### src/rtl/pwm_fade_sequencer.sv
// pwm_fade_sequencer: ramps the PWM duty toward a requested target one step at a time,
// only changing duty on PWM period boundaries so the comparator never sees a mid-period edit.
module pwm_fade_sequencer #(
  parameter int WIDTH = 8,
  parameter int INT_W = 4
) (
  input  logic             clk,
  input  logic             rst_n,
  input  logic             ena,
  input  logic             period_tick,
  input  logic             cfg_valid,
  output logic             cfg_ready,
  input  logic [WIDTH-1:0] cfg_target,
  input  logic [WIDTH-1:0] cfg_step,
  input  logic [INT_W-1:0] cfg_interval,
  input  logic             abort,
  output logic [WIDTH-1:0] duty,
  output logic             busy,
  output logic             done
);
  typedef enum logic {IDLE, RAMP} state_t;
  state_t state, state_n;
  logic [WIDTH-1:0] duty_n, tgt, tgt_n, stp, stp_n, nxt;
  logic [INT_W-1:0] intv, intv_n, cnt, cnt_n;
  logic [WIDTH:0] sum, diff;
  logic done_n;
  assign cfg_ready = (state == IDLE) && ena;
  assign busy = (state == RAMP);
  // one extra bit catches carry past full scale and borrow below zero
  assign sum = {1'b0, duty} + {1'b0, stp};
  assign diff = {1'b0, duty} - {1'b0, stp};
  always_comb begin
    nxt = (duty < tgt) ? ((sum > {1'b0, tgt}) ? tgt : sum[WIDTH-1:0])
                       : ((diff[WIDTH] || diff[WIDTH-1:0] < tgt) ? tgt : diff[WIDTH-1:0]);
    state_n = state;
    duty_n = duty;
    tgt_n = tgt;
    stp_n = stp;
    intv_n = intv;
    cnt_n = cnt;
    done_n = 1'b0;
    if (cfg_valid && cfg_ready) begin
      tgt_n = cfg_target;
      stp_n = (cfg_step == '0) ? WIDTH'(1) : cfg_step;
      intv_n = cfg_interval;
      cnt_n = cfg_interval;
      state_n = (cfg_target == duty) ? IDLE : RAMP;
      done_n = (cfg_target == duty);
    end else if (state == RAMP && ena) begin
      if (abort) state_n = IDLE;
      else if (period_tick) begin
        if (cnt == '0) begin
          duty_n = nxt;
          cnt_n = intv;
          if (nxt == tgt) begin
            state_n = IDLE;
            done_n = 1'b1;
          end
        end else cnt_n = cnt - INT_W'(1);
      end
    end
  end
  always_ff @(posedge clk or negedge rst_n) begin
    if (!rst_n) begin
      state <= IDLE;
      duty <= '0;
      tgt <= '0;
      stp <= WIDTH'(1);
      intv <= '0;
      cnt <= '0;
      done <= 1'b0;
    end else begin
      state <= state_n;
      duty <= duty_n;
      tgt <= tgt_n;
      stp <= stp_n;
      intv <= intv_n;
      cnt <= cnt_n;
      done <= done_n;
    end
  end
endmodule

### config.mk
export PLATFORM = sky130hd
export DESIGN_NAME = pwm_fade_sequencer
export DESIGN_NICKNAME = d
export VERILOG_FILES = /design/src/rtl/pwm_fade_sequencer.sv
export SDC_FILE = /design/constraint.sdc
export NUM_CORES = 1
export LEC_CHECK = 0
export CAP_MARGIN = 20
export CORE_MARGIN = 2
export CORE_UTILIZATION = 57
export DETAILED_ROUTE_END_ITERATION = 10
export MAX_ROUTING_LAYER = met4
export PLACE_DENSITY = 0.81
export SYNTH_ARGS = -nofsm -noshare
export SYNTH_HDL_FRONTEND = slang
export SYNTH_SLANG_ARGS = --single-unit
export TNS_END_PERCENT = 1
### constraint.sdc
create_clock -name clk -period 5.2 [get_ports clk]
set_input_delay 1.04 -clock clk [delete_from_list [all_inputs] [get_ports clk]]
set_output_delay 1.04 -clock clk [all_outputs]
set_load 0.01 [all_outputs]
# Word level (Yosys, flattened, before mapping)

Cells that the tools add are included.

$add $sub $neg: 3
$lt $le $gt $ge: 3
Equal/unequal tests: 3
Multiplexer cells: 22
Bitwise operators: 3
Reductions and logical operators: 14

Operator list:

| kind                  | number |
|---|---|
| $mux W8               | 4 |
| $mux W4               | 5 |
| $eq A8 B8 Y1          | 2 |
| $lt A8 B8 Y1          | 2 |
| $mux W1               | 13 |
| $add A8 B8 Y9         | 1 |
| $gt A9 B8 Y1          | 1 |
| $reduce_bool A3 Y1    | 3 |
| $sub A8 B8 Y9         | 1 |
| $logic_not A8 Y1      | 1 |
| $reduce_and A5 Y1     | 1 |
| $logic_not A4 Y1      | 1 |
| $reduce_and A4 Y1     | 1 |
| $reduce_bool A2 Y1    | 2 |
| $sub A4 B1 Y4 const B | 1 |
| $logic_and A1 B1 Y1   | 3 |
| $not A1 Y1            | 3 |
| $reduce_and A3 Y1     | 1 |
| $ne A2 B1 Y1 const B  | 1 |
| $logic_or A1 B1 Y1    | 1 |

Flip-flop bits (word level): 34
Bits of input ports: 26
Output and inout port bits: 11
Logic and storage cells: 55

# Longest topological paths before layout

Gate-level depths: netlist (run 1).

Depth in word-level cells: 12
Gate-level depth with buffers: 18
Gate-level depth less buffers: 16

# Least setup slack after synthesis (run 1)

OpenSTA, ideal clock, no wires.

Path type: flip-flop to flip-flop
From: register stp[0]
To: register state (netlist: busy)
Setup time: 0.124 ns
Arrival time: 3.510 ns
Data required time: 5.076 ns
Slack: 1.566 ns
Stages on the path, launching flop included: 18
Path buffers: 2
Clock period less this slack: 3.634 ns
Cell sequence: dfstp_2 > ha_1 > inv_1 > fa_1 > a211oi_1 > nor2_2 > o31ai_2 > a21boi_0 > ha_1 > nand2_1 > nor2_1 > a2111oi_0 > or3_1 > buf_6 > and2_4 > buf_6 > a21oi_2 > o31a_1

Word-level cells in the longest chain between the ends: 8
Elaborated cells on any way between the ends: 11
Classes of those cells: 2 x add/sub; 2 x order compare; 1 x eq/ne; 3 x mux; 3 x reduce/logical

Ends and longest elaborated chain:

| element                               | RTL line | text |
|---|---|---|
| from (decl)                           | 23       | `logic [WIDTH-1:0] duty_n, tgt, tgt_n, stp, stp_n, nxt;` |
| from (signal assigned)                | 76       | `stp <= stp_n;` |
| $sub A8 B8 Y9                         | 31       | `assign diff = {1'b0, duty} - {1'b0, stp};` |
| $lt A8 B8 Y1                          | 34       | `: ((diff[WIDTH] \|\| diff[WIDTH-1:0] < tgt) ? tgt : diff[WIDTH-1:0]);` |
| $logic_or A1 B1 Y1                    | 34       |  |
| $mux W8                               | 34       |  |
| $mux W8 *                             | 33       | `nxt = (duty < tgt) ? ((sum > {1'b0, tgt}) ? tgt : sum[WIDTH-1:0])` |
| $eq A8 B8 Y1 *                        | 55       | `if (nxt == tgt) begin` |
| $reduce_bool A3 Y1 (no source line) * | --       |  |
| $reduce_and A4 Y1 (no source line) *  | --       |  |
| to (signal assigned)                  | 73       | `state <= state_n;` |
| to (decl)                             | 22       | `state_t state, state_n;` |

Every way passes the cells marked *; elsewhere a longest branch is shown, timed or not.
A chain may end at the register's enable or synchronous reset.

# Worst setup path after layout (run 1)

From: register duty[0]
To: register duty[3]

Word-level cells in the longest chain between the ends: 5
Elaborated cells on any way between the ends: 9
Classes of those cells: 2 x add/sub; 3 x order compare; 3 x mux; 1 x reduce/logical

Ends and longest elaborated chain:

| element                | RTL line | text |
|---|---|---|
| from (decl)            | 17       | `output logic [WIDTH-1:0] duty,` |
| from (signal assigned) | 74       | `duty <= duty_n;` |
| $sub A8 B8 Y9          | 31       |  |
| $lt A8 B8 Y1           | 34       |  |
| $logic_or A1 B1 Y1     | 34       |  |
| $mux W8                | 34       |  |
| $mux W8 *              | 33       |  |

Marks and branches as above.

==> results of run 1 <==
==> cell usage after synthesis (3+ instances only) <==
master | instances | area, um^2
a21o_1 | 3 | 22.5
nand2b_1 | 6 | 37.5
o31ai_1 | 5 | 37.5
nor2b_1 | 6 | 37.5
xnor2_1 | 18 | 158
a211oi_1 | 7 | 52.6
ha_1 | 39 | 488
o21ai_1 | 7 | 35.0
a221oi_1 | 5 | 43.8
nor2_1 | 23 | 86.3
o21ai_0 | 31 | 155
nand3_1 | 4 | 20.0
nor4_1 | 6 | 37.5
nand4_1 | 3 | 18.8
xor2_1 | 12 | 105
clkbuf_2 | 3 | 15.0
o22ai_1 | 3 | 18.8
inv_1 | 26 | 97.6
nor3_1 | 11 | 55.1
dfrtp_1 | 33 | 826
nand2_1 | 45 | 169
clkbuf_1 | 8 | 30.0
a21oi_1 | 18 | 90.1
a21boi_0 | 3 | 22.5
==> through the flow <==
step,cells,setup WS [ns],utilization
finish,469,0.670,0.689
global route,469,0.520,0.689
CTS,468,0.850,0.686
detailed placement,460,0.874,0.669
global placement,460,1.06,0.669
floorplan,369,1.57,-
==> path summary, 6_finish.rpt <==
check | startpoint | endpoint | slack (ns) | cells after the start
max in group asynchronous | rst_n | stp[0] | 3.71 | 2
worst max-delay path | duty[0] | duty[3] | 0.67 | 15
worst max register to register | duty[0] | duty[3] | 0.67 | 15
worst min register to register | intv[3] | intv[3] | 0.48 | 2
min in group asynchronous | rst_n | tgt[5] | 1.15 | 2
worst min-delay path | intv[3] | intv[3] | 0.48 | 2
==> registers in the layout, summed over array words and instances, names as in the netlist <==
signal	cells
tgt	8
busy	1
intv	4
duty	8
done	1
cnt	4
stp	8
==> metal layers <==
metal	vias to the layer above	GRT usage	wire length, um
met3	13	0.0581	444
li1	1372	-	-
met4	0	0.0804	142
met2	90	0.470	3930
met1	1340	0.373	3530
met5	-	-	0
==> kinds of logic after synthesis <==
kind of cell,Yosys count
xor+xnor,30
flops,34
compound gates,104
simple gates,118
fa+ha+maj,41
buf+inv,42
==> cell type report <==
cell class | instances | area (um^2) | share of cell area
clock inverter | 1 | 5.00 | 0.00141
inverter | 26 | 97.6 | 0.0275
tap | 70 | 87.6 | 0.0247
timing repair buffer | 38 | 383 | 0.108
multi-input combinational | 293 | 2030 | 0.573
clock buffer | 7 | 86.3 | 0.0244
sequential | 34 | 852 | 0.240
==> worst reg2reg max path, delay by kind of cell (launching register included) <==
kind | cells | cell delay [ns]
adder cells (fa/ha/maj) | 3 | 0.96
XOR/XNOR | 1 | 0.17
flip-flops | 1 | 0.45
AND/OR/NAND/NOR | 4 | 1.05
AO/OA/AOI/OAI | 7 | 1.77
==> run_results.csv, run 1 <==
group,metric,value,unit
logic_synthesis,synth_edf_count,0,
logic_synthesis,ys_ff_latch,34,
sta,min_period,4.53,ns
route,drt_iter0_markers,282,
floorplanning,coreArea,0.00514,mm^2
sta,worst_slew_pin_slew,0.671,ns
global_route,grt_pass1_vias,2739,
logic_synthesis,synth_xor_area_frac,0.0857,
logic_synthesis,synth_compound_area_frac,0.221,
logic_synthesis,ys_seq_area_frac,0.278,
logic_synthesis,ys_types,56,
worst_setup_path,cp.required,5.36,ns
floorplanning,die_w,77.4,um
cts,cts_resized,0,
route,totalWireLength,8.05,mm
layout,area_delta_synth_final,15.5,%
logic_synthesis,synthSimpleGateAreaFrac,0.184,
logic_synthesis,synth_fa_ha_area_frac,0.172,
global_route,overflow,0,
worst_setup_path,crit_path_start_kind,"register",
sta,hold_violations,0,
logic_synthesis,synth-main-ff-cell,"dfrtp_1",
layout,final_layout_size_suffix_gt1_frac,0.0426,
route,antenna_left,0,
route,wl_per_cell,17.2,um
worst_setup_path,cpPeakStageDelay,0.46,ns
cts,clock_latency,0.29,ns
global_route,antenna_found_initial,0,
sta,setup_viol,0,
worst_setup_path,worstPathCellList,"ha_1 -> fa_1 -> nor2b_1 -> o311ai_1 -> a21oi_1 -> nor2_1 -> xnor2_1 -> ha_1 -> a2111oi_0 -> o21ai_0 -> o221ai_1 -> nand3_1 -> and2_4 -> a221oi_1 -> o21ai_1",
cts,cts.sinks,34,
route,drt-vias-per-instance,6.00,
logic_synthesis,netlist_instances,369,
worst_setup_path,end_kind,"register",
sta,maxSlewHeadroom,0.553,
cts,cts_root_buf,"clkbuf_8",
floorplanning,start_util,0.597,
placed_design,portBuffers,36,
cts,post_cts_buffers,0,
route,drc,0,
placed_design,dpl_cell_area,0.00344,mm^2
sta,hold_slack,0.480,ns
logic_synthesis,post_synth_mux_area_share,0,
logic_synthesis,synth_area,0.00307,mm^2
sta,fin_skew,0.0109,ns
cts,clk_pin_slew,0.07,ns
run_status,status,"completed",
floorplanning,dieArea,0.00598,mm^2
worst_setup_path,worst-path-buf-inv,0,
placed_design,globalplace.congestion,0.938,
sta,rsz0062_at_grt,"no",
global_route,track_usage,0.291,
logic_synthesis,async_flop_share,1.00,
layout,design_area,0.00354,mm^2
layout,num-nets-final,465,
layout,num_antenna_cells,0,
cts,tritoncts,"done",
worst_setup_path,crit_family,"compound AO/OA/AOI/OAI gates",
logic_synthesis,synth_nets,436,
placed_design,dp_hpwl,6.21,mm
worst_setup_path,cp_common_cell,"ha_1",
layout,final_cell_mix,"nand2_1 (45), ha_1 (39), clkdlybuf4s50_1 (36), dfrtp_1 (33), o21ai_0 (31)",
layout,fillers,460,
logic_synthesis,synth_top_family_by_area,"compound AO/OA/AOI/OAI gates",
global_route,grt_pass1_wl,13.4,mm
route,route.vias.total,2815,
route,dr.pass1.iters,5,
worst_setup_path,crit_fanout,12,
cts,htree_levels,2,
sta,finalCritPeriodShare,0.871,
worst_setup_path,worstPathArrival,4.69,ns
logic_synthesis,avgSynthCellArea,8.31,um^2
floorplanning,ios,37,
floorplanning,row_count,26,
sta,final.setup.tns,0,ns
job,cap_violations,0,
worst_setup_path,path_class,"register to register",
worst_setup_path,critPathSlowestCell,"o311ai_1",
worst_hold_path,hold_class,"register to register",
sta,max_freq,0.221,GHz
cts,cts_made_buffers,5,
layout,final_common_cell,"nand2_1",
floorplanning,die_h,77.4,um
sta,slew_violations,0,
logic_synthesis,yosysWarnings,0,
global_route,grt_max_degree,39,
cts,cts_buffer_depth,2,
cts,cts_hold_buf,0,
Power of run 1 is left out: the tool's default activity adds up to more than one toggle a clock period on the data nets, which glitch-free logic cannot reach.
==> inputs of run 2 (changes only) <==
--- a/config.mk
+++ b/config.mk
@@ -9,6 +9,7 @@
 export CORE_MARGIN = 2
 export CORE_UTILIZATION = 57
 export DETAILED_ROUTE_END_ITERATION = 10
+export GPL_TIMING_DRIVEN = 0
 export MAX_ROUTING_LAYER = met4
 export PLACE_DENSITY = 0.81
 export SYNTH_ARGS = -nofsm -noshare
==> run_results.csv, run 2 (synthesized netlist as in run 1, its figures left out) <==
group,metric,value,unit
sta,worst_slew_pin_slew,0.773,ns
sta,maxSlewHeadroom,0.484,
sta,fin_skew,0.00734,ns
placed_design,portBuffers,36,
cts,clk_pin_slew,0.08,ns
global_route,grt_pass1_vias,2952,
sta,max_freq,0.228,GHz
floorplanning,ios,37,
job,cap_violations,0,
layout,final_common_cell,"nand2_1",
sta,setup_viol,0,
sta,min_period,4.39,ns
cts,clock_latency,0.29,ns
route,antenna_left,0,
worst_setup_path,crit_path_start_kind,"register",
layout,num_antenna_cells,0,
floorplanning,coreArea,0.00514,mm^2
cts,cts_hold_buf,0,
sta,slew_violations,0,
sta,rsz0062_at_grt,"no",
cts,cts_root_buf,"clkbuf_8",
worst_setup_path,end_kind,"register",
route,drc,0,
layout,largestRegisters,"duty x8, stp x8, tgt x8",
global_route,track_usage,0.303,
cts,cts_made_buffers,5,
floorplanning,row_count,26,
layout,num-nets-final,479,
global_route,overflow,0,
route,route.vias.total,2953,
worst_setup_path,path_class,"register to register",
layout,seq_area,852,um^2
floorplanning,die_h,77.4,um
floorplanning,start_util,0.597,
layout,final_cell_mix,"nand2_1 (45), ha_1 (39), clkdlybuf4s50_1 (35), dfrtp_1 (33), o21ai_0 (31)",
worst_setup_path,worstPathArrival,4.56,ns
cts,cts_resized,0,
route,drt_iter0_markers,266,
layout,final_layout_size_suffix_gt1_frac,0.0605,
cts,cts_buffer_depth,2,
placed_design,dp_hpwl,6.46,mm
floorplanning,dieArea,0.00598,mm^2
global_route,grt_pass1_wl,14.0,mm
route,dr.pass1.iters,5,
worst_setup_path,cp.required,5.36,ns
route,totalWireLength,8.53,mm
cts,tritoncts,"done",
global_route,antenna_found_initial,0,
cts,htree_levels,2,
global_route,grt_max_degree,35,
cts,cts.sinks,34,
layout,multiInputGateArea,0.00203,mm^2
route,drt-vias-per-instance,6.11,
worst_hold_path,hold_class,"register to register",
placed_design,globalplace.congestion,0.990,
sta,finalCritPeriodShare,0.845,
layout,fillers,439,
sta,final.setup.tns,0,ns
sta,hold_violations,0,
floorplanning,die_w,77.4,um
layout,area_delta_synth_final,17.5,%
worst_setup_path,crit_fanout,8,
cts,post_cts_buffers,0,
run_status,status,"completed",
route,wl_per_cell,17.7,um
-- run 2: worst max-delay path: stages, from the launching register on --
cell	delay [ns]
dfrtp_1	0.46
inv_1	0.10
ha_1	0.19
inv_1	0.06
fa_1	0.42
a211oi_1	0.28
nor2_2	0.12
o31ai_2	0.26
a21boi_0	0.40
ha_1	0.23
nand4_1	0.15
a211oi_1	0.30
a2111oi_0	0.14
or3_1	0.34
buf_6	0.15
and2_4	0.16
buf_6	0.13
a221oi_1	0.30
o21ai_1	0.09
-- run 2: per-stage QoR --
| stage | worst slack [ns] | hold WS (ns) | std cells | area [um^2] | util |
|---|---|---|---|---|---|
| detailed placement | 0.933 | 0.468 | 475 | 3510 | 0.683 |
| global placement | 1.00 | 0.462 | 475 | 3510 | 0.684 |
| CTS | 0.903 | 0.486 | 483 | 3600 | 0.701 |
| finish | 0.807 | 0.484 | 483 | 3600 | 0.701 |
| floorplan | 1.57 | 0.440 | 369 | 3070 | - |
| global route | 0.542 | 0.522 | 483 | 3600 | 0.701 |
-- run 2: routing by layer --
metal,up-vias,part of all wire,track usage
li1,1400,-,-
met2,140,0.47,0.483
met4,0,0.029,0.123
met1,1378,0.42,0.377
met5,-,0,-
met3,35,0.081,0.0640
-- run 2: final timing paths --
path,slack (ns),to,cells past startpoint,start
worst max-delay path,0.81,duty[6],18,duty[0]
worst min-delay path,0.48,intv[3],2,intv[3]
worst max register to register,0.81,duty[6],18,duty[0]
min in group asynchronous,0.82,tgt[6],1,rst_n
max in group asynchronous,3.88,stp[1],1,rst_n
worst min register to register,0.48,intv[3],2,intv[3]
-- run 2: final cells by class --
cell class / count / area share
Timing Repair Buffer: 36 / 0.0986
Inverter: 26 / 0.0271
Multi-Input combinational cell: 293 / 0.564
Buffer: 16 / 0.0236
Tap cell: 70 / 0.0243
Clock buffer: 6 / 0.0229
Sequential cell: 34 / 0.236
Clock inverter: 2 / 0.00347
Power of run 2 is left out for the same reason.
==> inputs of run 3 (changes only) <==
==> constraint.sdc (replaced) <==
create_clock -name clk -period 4.3 [get_ports clk]
set_input_delay 0.86 -clock clk [delete_from_list [all_inputs] [get_ports clk]]
set_output_delay 0.86 -clock clk [all_outputs]
set_load 0.01 [all_outputs]
==> run_results.csv, run 3 (synthesized netlist as in run 1, its figures left out) <==
group,metric,value,unit
cts,clock_latency,0.29,ns
floorplanning,start_util,0.597,
cts,post_cts_buffers,0,
sta,fin_skew,0.00657,ns
worst_setup_path,end_kind,"register",
placed_design,globalplace.congestion,0.990,
layout,final_layout_size_suffix_gt1_frac,0.0920,
floorplanning,die_w,77.4,um
floorplanning,dieArea,0.00598,mm^2
route,totalWireLength,8.82,mm
worst_setup_path,worstPathCellList,"inv_1 -> ha_1 -> inv_1 -> fa_1 -> a211oi_2 -> nor2_2 -> o31ai_2 -> a21boi_2 -> ha_1 -> nand4_1 -> a211oi_2 -> a2111oi_2 -> or3_1 -> buf_6 -> and2_4 -> buf_6 -> a221oi_1 -> o21ai_1",
sta,slew_violations,0,
layout,area_delta_synth_final,19.4,%
cts,cts_buffer_depth,2,
cts,cts_root_buf,"clkbuf_8",
route,route.vias.total,3013,
placed_design,place_inst,475,
placed_design,preCtsSetupSlack,0.0329,ns
sta,final.setup.worst_slack,0.0597,ns
placed_design,dp_hpwl,6.46,mm
cts,tritoncts,"done",
global_route,grt_max_degree,35,
worst_setup_path,worstPathArrival,4.40,ns
route,drt_iter0_markers,292,
global_route,overflow,0,
floorplanning,coreArea,0.00514,mm^2
cts,clk_pin_slew,0.08,ns
sta,maxSlewHeadroom,0.484,
global_route,antenna_found_initial,0,
worst_setup_path,cp.required,4.46,ns
sta,hold_violations,0,
global_route,track_usage,0.303,
floorplanning,die_h,77.4,um
cts,htree_levels,2,
route,drt-vias-per-instance,6.24,
route,antenna_left,0,
layout,fin_cells,483,
route,drc,0,
worst_setup_path,critPathSlowestCell,"dfrtp_1",
worst_setup_path,worst-path-buf-inv,4,
floorplanning,row_count,26,
sta,finalCritPeriodShare,0.986,
worst_setup_path,crit_path_start_kind,"register",
global_route,grt_pass1_wl,14.0,mm
sta,min_period,4.24,ns
route,wl_per_cell,18.3,um
layout,fillers,438,
sta,setup_viol,0,
layout,num_antenna_cells,0,
layout,largestRegisters,"duty x8, stp x8, tgt x8",
floorplanning,ios,37,
layout,final_common_cell,"nand2_1",
worst_hold_path,hold_class,"register to register",
global_route,grt_pass1_vias,2952,
worst_setup_path,path_class,"register to register",
layout,final_cell_mix,"nand2_1 (45), ha_1 (38), clkdlybuf4s50_1 (35), dfrtp_1 (32), o21ai_0 (31)",
sta,worst_slew_pin_slew,0.775,ns
placed_design,portBuffers,36,
worst_setup_path,crit_fanout,8,
job,cap_violations,0,
worst_setup_path,crit_family,"compound AO/OA/AOI/OAI gates",
worst_setup_path,cpPeakStageDelay,0.46,ns
cts,cts_made_buffers,5,
layout,num-nets-final,479,
cts,cts.sinks,34,
run_status,status,"completed",
route,dr.pass1.iters,5,
sta,max_freq,0.236,GHz
-- run 3: final cells by class --
class | count | area (um^2) | share of cell area
multi-input cells | 293 | 2090 | 0.570
flip-flops and latches | 34 | 853 | 0.233
repair buffers | 36 | 355 | 0.0970
inverters | 26 | 97.6 | 0.0266
well taps | 70 | 87.6 | 0.0239
plain buffers | 16 | 86.3 | 0.0236
clock buffers | 6 | 82.6 | 0.0225
clock inverters | 2 | 12.5 | 0.00342
-- run 3: final timing paths --
path                         start  endpoint  slack [ns]  cells past startpoint
max in group asynchronous    rst_n   duty[2]        3.11                      1
min reg2reg                intv[3]   intv[3]        0.48                      2
min in group asynchronous    rst_n   duty[7]        0.64                      1
min                        intv[3]   intv[3]        0.48                      2
max reg2reg                duty[0]   duty[5]        0.06                     18
max                        duty[0]   duty[5]        0.06                     18
-- run 3: metal layers --
layer | vias to the layer above | GRT usage | part of all wire
li1 | 1403 | - | -
met1 | 1435 | 0.377 | 0.42
met2 | 146 | 0.483 | 0.48
met3 | 29 | 0.0640 | 0.072
met4 | 0 | 0.123 | 0.026
met5 | - | - | 0
-- run 3: worst reg2reg max path, stage by stage, from the launching register on --
cell       delay, ns
dfrtp_1         0.46
inv_1           0.10
ha_1            0.19
inv_1           0.06
fa_1            0.44
a211oi_2        0.25
nor2_2          0.11
o31ai_2         0.28
a21boi_2        0.32
ha_1            0.19
nand4_1         0.19
a211oi_2        0.29
a2111oi_2       0.08
or3_1           0.33
buf_6           0.15
and2_4          0.16
buf_6           0.13
a221oi_1        0.30
o21ai_1         0.09
-- run 3: repair_timing --
action	4_1_cts	5_1_grt
hold buffers	0	0
setup endpoints to repair	0	10
gates resized for setup	0	17
hold endpoints to repair	0	0
-- run 3: through the flow --
step | instance area [um^2] | util | TNS, ns | hold slack [ns]
final | 3660 | 0.713 | 0 | 0.484
after global routing | 3660 | 0.713 | -0.558 | 0.522
after CTS | 3600 | 0.701 | 0 | 0.486
after detailed placement | 3510 | 0.683 | 0 | 0.468
after global placement | 3510 | 0.684 | 0 | 0.462
after floorplan | 3070 | - | 0 | 0.440
Power of run 3 is left out for the same reason.
